$ cat src/rtl/imem_fetch_sequencer.sv
// Instruction-fetch sequencer: owns the fetch PC, captures each word returned
// by the combinational instruction memory into a small circular queue, and
// presents the queue head to the IF/ID register. Handles ID back-pressure,
// branch redirects (queue flush) and sticky faults on illegal fetch PCs.
module imem_fetch_sequencer #(
   parameter logic [63:0] RESET_PC   = 64'd0,
   parameter int unsigned IMEM_BYTES = 20,
   parameter int unsigned DEPTH      = 2
) (
   input  logic        clk,
   input  logic        reset,
   output logic [63:0] Inst_Address,
   input  logic [31:0] Instruction,
   input  logic        Branch_Taken,
   input  logic [63:0] Branch_Target,
   input  logic        ID_Ready,
   output logic        IF_Valid,
   output logic [31:0] IF_Instruction,
   output logic [63:0] IF_PC,
   output logic        Fetch_Fault
);

   localparam int          AW       = (DEPTH > 1) ? $clog2(DEPTH) : 1;
   localparam logic [AW:0] FULL_CNT = (AW+1)'(DEPTH);
   localparam logic [64:0] MEM_END  = 65'(IMEM_BYTES);

   typedef enum logic {RUN = 1'b0, FAULT = 1'b1} state_t;

   state_t          state;
   logic [63:0]     fetch_pc;
   logic [31:0]     q_inst [DEPTH];
   logic [63:0]     q_pc   [DEPTH];
   logic [AW-1:0]   rd_ptr;
   logic [AW-1:0]   wr_ptr;
   logic [AW:0]     count;

   logic [64:0]     pc_end;
   logic            legal;
   logic            full;
   logic            pop;
   logic            push;

   // End address is formed at 65 bits so a PC near 2^64 cannot wrap into range.
   assign pc_end = {1'b0, fetch_pc} + 65'd4;
   assign legal  = (fetch_pc[1:0] == 2'b00) && (pc_end <= MEM_END);
   assign full   = (count == FULL_CNT);
   assign pop    = IF_Valid & ID_Ready;
   // A full queue still accepts a word when the head leaves in the same cycle.
   assign push   = (state == RUN) && !Branch_Taken && legal && (!full || pop);

   assign Inst_Address   = fetch_pc;
   assign IF_Valid       = (count != '0);
   assign IF_Instruction = q_inst[rd_ptr];
   assign IF_PC          = q_pc[rd_ptr];

   // Fetch FSM: redirect beats fault detection, which beats normal advance.
   always_ff @(posedge clk or negedge reset) begin
      if (!reset) begin
         state       <= RUN;
         fetch_pc    <= RESET_PC;
         Fetch_Fault <= 1'b0;
      end else if (Branch_Taken) begin
         state       <= RUN;
         fetch_pc    <= Branch_Target;
         Fetch_Fault <= 1'b0;
      end else begin
         case (state)
            RUN: begin
               if (!legal) begin
                  state       <= FAULT;
                  Fetch_Fault <= 1'b1;
               end else if (push) begin
                  fetch_pc <= fetch_pc + 64'd4;
               end
            end
            FAULT: begin
               Fetch_Fault <= 1'b1;
            end
            default: begin
               state <= RUN;
            end
         endcase
      end
   end

   // Queue bookkeeping; a redirect empties the queue and drops any same-cycle pop.
   always_ff @(posedge clk or negedge reset) begin
      if (!reset) begin
         rd_ptr <= '0;
         wr_ptr <= '0;
         count  <= '0;
      end else if (Branch_Taken) begin
         rd_ptr <= wr_ptr;
         count  <= '0;
      end else begin
         if (pop)  rd_ptr <= rd_ptr + AW'(1);
         if (push) wr_ptr <= wr_ptr + AW'(1);
         if (push && !pop)      count <= count + (AW+1)'(1);
         else if (pop && !push) count <= count - (AW+1)'(1);
      end
   end

   // Entry storage, cleared on reset so the head never reads as X.
   always_ff @(posedge clk or negedge reset) begin
      if (!reset) begin
         for (int i = 0; i < DEPTH; i++) begin
            q_inst[i] <= '0;
            q_pc[i]   <= '0;
         end
      end else if (push) begin
         q_inst[wr_ptr] <= Instruction;
         q_pc[wr_ptr]   <= fetch_pc;
      end
   end

endmodule

$ cat config.mk
export PLATFORM = sky130hd
export DESIGN_NAME = imem_fetch_sequencer
export DESIGN_NICKNAME = d
export VERILOG_FILES = /design/src/rtl/imem_fetch_sequencer.sv
export SDC_FILE = /design/constraint.sdc
export NUM_CORES = 1
export LEC_CHECK = 0
export CORE_UTILIZATION = 57
export CTS_BUF_LIST = sky130_fd_sc_hd__clkbuf_4
export CTS_CLUSTER_SIZE = 8
export DETAILED_ROUTE_END_ITERATION = 16
export PLACE_DENSITY = 0.95
export SETUP_SLACK_MARGIN = 0.3
export SYNTH_ARGS = -nofsm -noshare
export SYNTH_HDL_FRONTEND = slang
export SYNTH_SLANG_ARGS = --single-unit
$ cat constraint.sdc
create_clock -name clk -period 9.05 [get_ports clk]
set_input_delay 2.2625 -clock clk [delete_from_list [all_inputs] [get_ports clk]]
set_output_delay 2.2625 -clock clk [all_outputs]
set_load 0.005 [all_outputs]
# Word level (Yosys, flattened, before mapping)
# Cells that the tools add are included.
# op_classes
reduce_logical	20
muxes	27
bitwise_logic	5
n_eq_ne	3
n_lt_le_gt_ge	4
addsub	6
# ops
cell	n
$mux W64	8
$bwmux W128	1
$mux W32	4
$add A64 B3 Y65 const B	1
$le A65 B5 Y1 const B	1
$add A64 B3 Y64 const B	1
$bwmux W64	1
$demux W64 S1	1
$demux W32 S1	1
$reduce_bool A2 Y1	4
$logic_and A1 B1 Y1	7
$mux W1	7
$mux W2	3
$ge A2 B2 Y1 const B	2
$logic_not A1 Y1	4
$not A1 Y2	2
$ne A3 B3 Y1 const B	1
$reduce_and A3 Y1	1
$reduce_bool A3 Y1	1
$add A1 B1 Y1 const B	2
$add A2 B1 Y2 const B	1
$eq A2 B2 Y1 const B	1
$logic_not A2 Y1	1
$lt A2 B1 Y1 const B	1
other kinds (7)	8
# word_totals
reg_bits	262
word_cells	75
in_bits	100
out_inout_bits	162

# Longest topological paths before layout
# depth
depth_word	10
depth_mapped	14
ltp_nobuf	11

# Least setup slack after synthesis
# No wires, ideal clock.
# synth_timing
path_kind	flip-flop to flip-flop
startpoint	register fetch_pc[2] (netlist: Inst_Address[2])
endpoint	register q_inst[33] in the netlist's numbering
path_buffers	2
path_slack_ns	4.880
required_time_ns	8.925
period_less_slack_ns	4.170
stages_incl_launch_ff	14
arrival_ns	4.045
setup_time_ns	0.125
path_cell_list	dfrtp_1 > ha_1 > nand4_1 > or4_1 > clkbuf_1 > or2_1 > or3_1 > a21oi_1 > nand4_1 > or4_1 > nor4b_4 > nor3b_4 > buf_4 > mux2_2
# synth_via
elab_chain_len	5
# synth_lines
item	line_no	source
start, declared	30	logic [63:0] fetch_pc;
start signal, assigned	64	fetch_pc <= Branch_Target;
start signal, assigned	73	fetch_pc <= fetch_pc + 64'd4;
$add A64 B3 Y65	44	assign pc_end = {1'b0, fetch_pc} + 65'd4;
$le A65 B5 Y1	45	assign legal = (fetch_pc[1:0] == 2'b00) && (pc_end <= MEM_END);
$logic_and A1 B1 Y1	45	
$logic_and A1 B1 Y1 (2 in series)	49	assign push = (state == RUN) && !Branch_Taken && legal && (!full || pop);
end signal, assigned by index	111	q_inst[wr_ptr] <= Instruction;
end, declared	31	logic [31:0] q_inst [DEPTH];
# Every way passes these cells.
# A chain may end at the register's enable or synchronous reset.

# Worst setup path after layout
# Same ends and word-level chain as after synthesis.

==> reports/metrics.csv <==
metric,value,unit
status,finished clean,
Cell Int Power,1.83,mW
initial antenna violation count,1,
clk root buf,clkbuf_4,
CTS sink count,262,
TritonCTS buffer count,61,
sw power,0.639,mW
CTS-repair resized insts,0,
GP Congestion,0.921,
Starting Density,58.4,%
Total GRT Usage,27.9,%
CTS tree,built,
total gr overflow,0,
Longest Clk Path Bufs,3,
DRT Wirelength,29200,µm
leading area contributor after synthesis,dfrtp_1,
Gate power share,11.4,%
mux contribution to synthesized area,22.1,%
Setup TNS Final,0,ps
Die Footprint,21400,µm²
Mapped Area,11900,µm²
Area growth syn-to-layout,30.2,%
largest net degree at the start of global routing,123,
worst skew pair latency,680,ps
vias in the first global route,9330,
Crit path largest cell delay,710,ps
unrepaired setup endpoints after global routing,false,
Mean Syn Cell Area,12.5,µm²
switching part of the total,25.9,%
depth of the CTS H-tree,2,
crit path kind,flip-flop to flip-flop,
VDD IR max,109,µV
first-pass GRT wire length,48000,µm
Seq cells post-synth,262,
fin crit period,5480,ps
crit path capture type,flip-flop,
fin nets,1339,
Gate Count Post-Synth,952,
hold buffers post-CTS,0,
drt wl/cell,18.8,µm
1st-iter DRT viols,486,
synth unique cells,51,
ys flop type,dfrtp_1,
post-route ant nets,0,
CP cell instances,"ha_1, nand4_1, or4_1, or2_1, or3_1, a21oi_1, nand4_1, or4_1, nor4b_4, nor3b_4, buf_4, buf_4, mux2_2",
fmax,0.183,GHz
Flop pwr share,51.6,%
Post-CTS Setup Inserts,0,
endpoints failing setup,0,
Site Rows,52,
critical path startpoint category,flip-flop,
detailed-router iteration count before antenna repair,7,
Cell Pwr Density,160,nW/µm²
number of synthesized flops with an enable pin,0,
"Slew Viols, Final",0,
Async SR Flop Fraction,100,%
top-area cell type share of the netlist area,55.3,%
Post-DP Area,14700,µm²
syn_nets,1054,
max cap viols,0,
area of the core,20300,µm²
Synth Area in Compound Gates,3.36,%
clock share of power,37.0,%
post-synthesis sequential area ratio,55.3,%
Simple-Gate Fraction of Synth Area,15.5,%
via-per-instance ratio,5.66,
Synth Area in Adders,0.211,%
die height,146,µm
flop2flop setup slack,3570,ps
Worst-path clk slew,80,ps
synth top area cells,"dfrtp_1, mux2_2, and2_1",
Worst Max-Slew Pin Slew,1040,ps
Port Buffer Count,261,
Die Wd,146,µm
Top Ports,262,
"Slowest-stage cell, CP",buf_4,
post-route design area,15400,µm²
Tcrit/Tclk final,60.5,%
normalized max-slew margin,30.4,%
via count,8791,
Clock Skew,38.1,ps
Hold Path Class,flip-flop to flip-flop,
DRC Markers,0,
Critical Path AT,6040,ps
Worst Path Max Fanout,77,
Fin. Hold Viols,0,
HPWL Detailed,19600,µm
Synthesis Warnings,0,
WP data required,9610,ps
fraction of layout cells with a size suffix above 1,26.4,%
Post-Synth XOR/XNOR Area,1.48,%
commonest cells in the netlist,"dfrtp_1, mux2_2, and2_1",
most common cell in the netlist,dfrtp_1,
largest family of logic cells by synthesized area,multiplexers,
LEAKAGE,7.12,nW
[power groups by stage]
stage | clock network, mW | registers [mW] | logic (mW)
after global routing | 1.00 | 1.28 | 0.306
after floorplan | 0 | 1.27 | 0.122
final | 0.914 | 1.28 | 0.282
after detailed placement | 0 | 1.30 | 0.282
after global placement | 0 | 1.29 | 0.277
after CTS | 0.936 | 1.27 | 0.284
[final cells by class]
class	count	area [µm²]
Inverter	11	41.3
Clock inverter	18	80.1
Timing Repair Buffer	268	2670
Fill cell	1273	4860
Tap cell	270	338
Multi-Input combinational cell	633	5080
Sequential cell	262	6560
Clock buffer	90	676
Antenna cell	1	2.50
[cells by family after synthesis]
family | after synthesis
muxes | 234
buffers and inverters | 57
DFF | 262
and+or+nand+nor | 319
AOI/OAI and AO/OA | 58
adders and majority gates | 2
xor gates and xnor gates | 20
[sequential cells by signal, summed over array words and instances (netlist names)]
register      count
q_inst           64
state             1
rd_ptr            1
Inst_Address     64
wr_ptr            1
q_pc            128
count             2
Fetch_Fault       1
[cell usage in the layout (no fill, tap or decap), types with 7 or more instances in the layout]
master,instances
nor3_1,24
inv_1,11
and3_1,11
xor2_1,13
nand4_1,23
buf_4,7
nor2_1,23
clkbuf_4,90
xnor2_1,7
mux2i_1,9
and4_1,9
clkinv_1,14
nor2b_1,63
dfrtp_1,261
mux2_2,225
nand2_1,42
o21ai_0,15
clkdlybuf4s50_1,259
a31oi_1,7
nor4_1,7
nand3_1,24
and2_1,66
[metal layers]
metal  share of wire (%)  track usage (%)  vias up
met1                  41             35.5     4388
met2                  49             46.7      354
met5                   0                0        -
met3                 7.3             6.50       69
met4                 2.6             10.3        0
li1                    -                -     3980
[path summary, 6_finish.rpt]
| path | start | endpoint | depth (start not counted) |
|---|---|---|---|
| setup / recovery | Inst_Address[2]$_DFFE_PN0P_ | q_inst[33]$_DFFE_PN0P_ | 13 |
| hold / removal | q_pc[48]$_DFFE_PN0P_ | q_pc[48]$_DFFE_PN0P_ | 1 |
| setup reg to reg | Inst_Address[2]$_DFFE_PN0P_ | q_inst[33]$_DFFE_PN0P_ | 13 |
| hold reg to reg | q_pc[48]$_DFFE_PN0P_ | q_pc[48]$_DFFE_PN0P_ | 1 |
| max in group asynchronous | reset | rd_ptr$_DFFE_PN0P_ | 2 |
| min in group asynchronous | reset | q_inst[63]$_DFFE_PN0P_ | 1 |
[critical path: cells and delay by family (launching register included)]
kind	cells	cell delay (ps)
compound gates	1	170
mux	1	430
buf+inv	2	1010
fa+ha+maj	1	320
simple gates	8	2890
flops	1	460
[stage by stage]
stage / hold slack (ps) / power [mW] / util [%] / worst slack [ps] / instances
final: 483 / 2.47 / 76.1 / 3570 / 1553
after global routing: 499 / 2.59 / 76.1 / 3190 / 1553
after CTS: 483 / 2.49 / 76.1 / 3570 / 1552
after detailed placement: 465 / 1.58 / 72.3 / 3640 / 1444
after global placement: 463 / 1.57 / 72.3 / 3800 / 1444
after floorplan: 447 / 1.39 / - / 4880 / 952
No activity file was read; power rests on OpenSTA's default activity.
==> RTL change 1, RTL diff (same settings) <==
`DEPTH`: 2 -> 4.
--- a/src/rtl/imem_fetch_sequencer.sv
+++ b/src/rtl/imem_fetch_sequencer.sv
@@ -6,5 +6,5 @@
    parameter logic [63:0] RESET_PC   = 64'd0,
    parameter int unsigned IMEM_BYTES = 20,
-   parameter int unsigned DEPTH      = 2
+   parameter int unsigned DEPTH      = 4
 ) (
    input  logic        clk,
Behaviour: not the same (Yosys sat finds a counterexample within 4 cycles, from zero or initial values and one cycle with reset low).
==> RTL change 1 against the original RTL <==
Sequential share of layout area up 4.8 points. Power grew 76%. Setup slack worse by 0.84 ns. Wire length increased by 70%. Count of clock-buffer cells in the layout rose by 68. Area after synthesis rose by 67%. Final area grew 57%. First-iteration DRC count grew 67%. Global-route usage rose by 1.2 points. Worst hold slack worse by 0.0023 ns. Sequential cell count up 195. Synthesized cell count increased by 49%. Clock skew is 0.042 ns higher. Critical path type unchanged. Largest cell class unchanged. Largest power group unchanged. Highest routed layer is now met5.
==> RTL change 1: results (changes against the original RTL) <==
| Metric | Value |
|---|---|
| Status | `completed` |
| Max FFs per register | `256 (+100%)` |
| Met2 routed WL | `25,300 um (+75%)` |
| Post-Synth XOR/XNOR Area | `1.15% (-0.33 points)` |
| Max stage delay on crit path | `1.00 ns (+0.29 ns)` |
| Synth unique cells | `54 (+5.9%)` |
| Synth cell count leaders | `457 x dfrtp_1, 245 x and2_1, 110 x mux2_2` |
| Max layer used | `met5` |
| Switching portion of total power | `26.4% (+0.56 points)` |
| Adder-cell share of the synthesized area | `0.480% (+0.27 points)` |
| Inst Count DP | `2,057 (+42%)` |
| Initial antenna violation count | `3 (+2)` |
| Worst flop-to-flop path endpoint | `q_inst[56]` |
| Worst hold endpoint | `q_pc[105]` |
| DP Wirelength | `31,100 um (+59%)` |
| Drt total wl | `49,600 um (+70%)` |
| WL met1 | `19,000 um (+60%)` |
| Clock-pin slew on the worst setup and hold paths | `0.06 ns (-0.02 ns)` |
| Pwr/cell area | `180 nW/um^2 (+12%)` |
| CP startpoint | `Inst_Address[3]` |
| GPL Wtd Cong | `0.909 (-1.3%)` |
| Vias in the first global route | `14,773 (+58%)` |
| Largest net degree at the start of global routing | `178 (+45%)` |
| Final std cells w/o fill | `2,250 (+45%)` |
| DRT iter0 DRCs | `812 (+67%)` |
| M2 GR Usage | `49.2% (+2.5 points)` |
| First-pass GRT wire length | `80,500 um (+68%)` |
| CTS buffer count | `113 (+85%)` |
| Leak | `11.4 nW (+60%)` |
| # fillers | `2,076 (+63%)` |
| Routed met3 length | `3510 um (+65%)` |
| Worst-Skew Late Latency | `0.85 ns (+0.17 ns)` |
| Fin nets | `1,831 (+37%)` |
| Reg2reg path depth | `12 (-1)` |
| Final hold slack | `0.481 ns (-0.00233 ns)` |
| Reg2reg setup slack | `2.73 ns (-0.84 ns)` |
| Total GRT Usage | `29.1% (+1.2 points)` |
| Pre-CTS setup slack | `2.95 ns (-0.686 ns)` |
| CTS H-Tree Depth | `3 (+1)` |
| DP Area | `22,800 um^2 (+55%)` |
| Hold path start | `q_pc[105]` |
| Router iterations before antenna repair | `5 (-2)` |
| Fraction of power consumed by sequential logic | `50.6% (-1.0 points)` |
| Crit-path max FO | `50 (-35%)` |
| CP arrival | `6.98 ns (+0.94 ns)` |
| Top cells by area, synth | `dfrtp_1 58%, mux4_2 11%, and2_1 7.7%, mux2_2 6.3%, mux2_1 5.0%` |
| Clock Skews | `0.0798 ns (+0.0417 ns)` |
| Worst rel slew slack | `24.5% (-5.8 points)` |
| Synth Area in Compound Gates | `2.19% (-1.2 points)` |
| Avg Cell Area, Syn | `13.9 um^2 (+12%)` |
| CP max stage cell | `nor4_4` |
| Logic pwr share | `10.0% (-1.4 points)` |
| Max IR drop VDD | `135 uV (+23%)` |
| Share of layout cells above drive strength 1 | `22.1% (-4.3 points)` |
| Sequential-to-total area share from yosys stat | `57.7% (+2.5 points)` |
| Post-synthesis mux area share | `22.4% (+0.30 points)` |
| Met1 usage | `35.4% (-0.13 points)` |
| GR Util met3 | `7.54% (+1.0 points)` |
| Synth Net Count | `1,530 (+45%)` |
-- RTL change 1: cell count changes in the layout (fill, tap and decap cells not counted), sizes merged, moves of 10 or more --
cell / change
mux4: +96
and2: +178
dfrtp: +195
nor4: +15
xnor2: +10
mux2: -27
clkbuf: +68
clkinv: +11
nor2b: -63
-- RTL change 1: worst max-delay path by stage --
stage	endpoint	slack, ns	depth (start not counted)
global route	IF_PC[16]	2.45	3
global placement	q_inst[55]	3.17	11
floorplan	IF_PC[45]	4.63	4
CTS	IF_PC[28]	2.62	3
detailed placement	q_inst[56]	2.95	12
finish	q_inst[56]	2.73	12
-- RTL change 1: cell type report --
type	count	area (um^2)	area share [%]
timing repair buffer	270	2710	11.2
clock inverter	33	246	1.02
clock buffer	158	1190	4.90
antenna	2	5.00	0.0207
inverter	18	67.6	0.279
tap	448	561	2.31
sequential	457	11400	47.3
multi-input combinational	864	8000	33.0
==> RTL change 2, RTL diff (same flow settings) <==
Without the edit above. Add an input register stage for `Branch_Target`, cleared by the reset; this delays it by one clock. The other inputs are not delayed to match.
--- a/src/rtl/imem_fetch_sequencer.sv
+++ b/src/rtl/imem_fetch_sequencer.sv
@@ -26,4 +26,14 @@
 
    typedef enum logic {RUN = 1'b0, FAULT = 1'b1} state_t;
+
+   logic [63:0] Branch_Target_q;
+
+   always_ff @(posedge clk or negedge reset) begin
+      if (!reset) begin
+         Branch_Target_q <= '0;
+      end else begin
+         Branch_Target_q <= Branch_Target;
+      end
+   end
 
    state_t          state;
@@ -62,5 +72,5 @@
       end else if (Branch_Taken) begin
          state       <= RUN;
-         fetch_pc    <= Branch_Target;
+         fetch_pc    <= Branch_Target_q;
          Fetch_Fault <= 1'b0;
       end else begin
Behaviour: not the same (a bounded check fails within 4 cycles, from zero or initial values and one cycle with reset low).
==> RTL change 2 against the original RTL <==
Combinational power is 13% lower. Highest routed layer unchanged. Power is 23% higher. Critical path type unchanged. Setup slack worse by 0.024 ns. Die area is 16% higher. Area after synthesis is 17% higher. Final area is 15% higher. Wire length is 14% higher. Sequential cell count is 64 higher.
==> RTL change 2: results (changes against the original RTL) <==
| Metric | Value |
|---|---|
| Status | `completed` |
| Max stage delay on crit path | `0.63 ns (-0.08 ns)` |
| Clk Tree Root Cell | `clkbuf_4` |
| CP max stage cell | `nor4_1` |
| Seq area share | `46.1% (+3.6 points)` |
| CP Capture Point | `q_inst[7]` |
| Seq power | `1.57 mW (+23%)` |
| Synth unique cells | `61 (+20%)` |
| Reg2reg path depth | `11 (-2)` |
| CP arrival | `6.07 ns (+0.03 ns)` |
| Reg2reg setup slack | `3.55 ns (-0.02 ns)` |
| Avg Cell Area, Syn | `13.3 um^2 (+6.4%)` |
| # clk buffers | `111 (+23%)` |
| Synth cell count leaders | `326 x dfrtp_1, 187 x mux2_2, 122 x and2_1` |
| Top cells by area, synth | `dfrtp_1 59%, mux2_2 15%, and2_1 5.5%, mux2_4 3.9%, nand4_1 1.2%` |
| Drt total wl | `33,200 um (+14%)` |
| Clock tree sinks | `326 (+24%)` |
| Clock Power Share | `40.5% (+3.5 points)` |
| Synth Net Count | `1,146 (+8.7%)` |
| Final hold slack | `0.455 ns (-0.0282 ns)` |
| Initial antenna violation count | `4 (+3)` |
| Reg-to-reg startpoint | `Inst_Address[3]` |
| # fillers | `1,458 (+15%)` |
| DR WL/cell | `19.2 um (+1.9%)` |
| Non-clock buffer share | `15.0% (-2.2 points)` |
| Sequential-to-total area share from yosys stat | `58.9% (+3.7 points)` |
| Vias per cell | `5.61 (-0.81%)` |
| Largest net degree at the start of global routing | `146 (+19%)` |
| Inst Count DP | `1,580 (+9.4%)` |
| Antenna viol nets, final | `0 (unchanged)` |
| Internal power | `2.27 mW (+24%)` |
| Pre-CTS setup slack | `3.64 ns (+0.00553 ns)` |
| Total GRT Usage | `27.3% (-0.66 points)` |
| Final worst-path cycle share | `60.8% (+0.27 points)` |
| HP Class | `flop to flop` |
| Multi-input gates | `654 (+3.3%)` |
| Worst-Margin Slew | `1.06 ns (+0.0168 ns)` |
| DP Area | `16,600 um^2 (+13%)` |
| Router iterations before antenna repair | `6 (-1)` |
| Clock Skews | `0.0399 ns (+0.00176 ns)` |
| Clock-cell share | `5.95% (+1.1 points)` |
| GPL Wtd Cong | `0.922 (about the same)` |
| Area occupied by multi-input gates | `5380 um^2 (+5.8%)` |
| DRT iter0 DRCs | `732 (+51%)` |
| Fin area | `17,700 um^2 (+15%)` |
| DP Wirelength | `22,200 um (+14%)` |
| Nonclk inv count | `13 (+2)` |
| P_clk | `1.23 mW (+35%)` |
| Ant. Diodes | `4 (+3)` |
| Fin nets | `1,448 (+8.1%)` |
| CP startpoint | `Inst_Address[3]` |
| Max IR drop VDD | `158 uV (+45%)` |
| First-pass GRT wire length | `52,300 um (+9.1%)` |
| Vias in the first global route | `10,162 (+8.9%)` |
| CTS H-Tree Depth | `3 (+1)` |
| CTS buffer count | `83 (+36%)` |
[RTL change 2: metal layers]
| layer | track usage [%] | routed length [um] | up-vias |
|---|---|---|---|
| met3 | 7.14 | 2680 | 103 |
| met5 | 0 | 0 | - |
| met1 | 33.8 | 13100 | 4780 |
| met2 | 44.4 | 16200 | 451 |
| met4 | 13.4 | 1210 | 0 |
| li1 | - | - | 4391 |
[RTL change 2: worst min-delay path by stage]
stage                             start               end  cells after the start
floorplan           Branch_Target_q[25]  Inst_Address[25]                      2
global placement    Branch_Target_q[56]  Inst_Address[56]                      2
detailed placement  Branch_Target_q[56]  Inst_Address[56]                      2
CTS                 Branch_Target_q[61]  Inst_Address[61]                      2
global route        Branch_Target_q[15]  Inst_Address[15]                      1
finish              Branch_Target_q[61]  Inst_Address[61]                      2
[RTL change 2: cells by family after synthesis]
group / share of synthesized area (%)
and+or+nand+nor: 14.1
xor gates and xnor gates: 1.20
DFF: 58.9
AOI/OAI and AO/OA: 3.86
buffers and inverters: 2.30
adders and majority gates: 0.181
muxes: 19.4
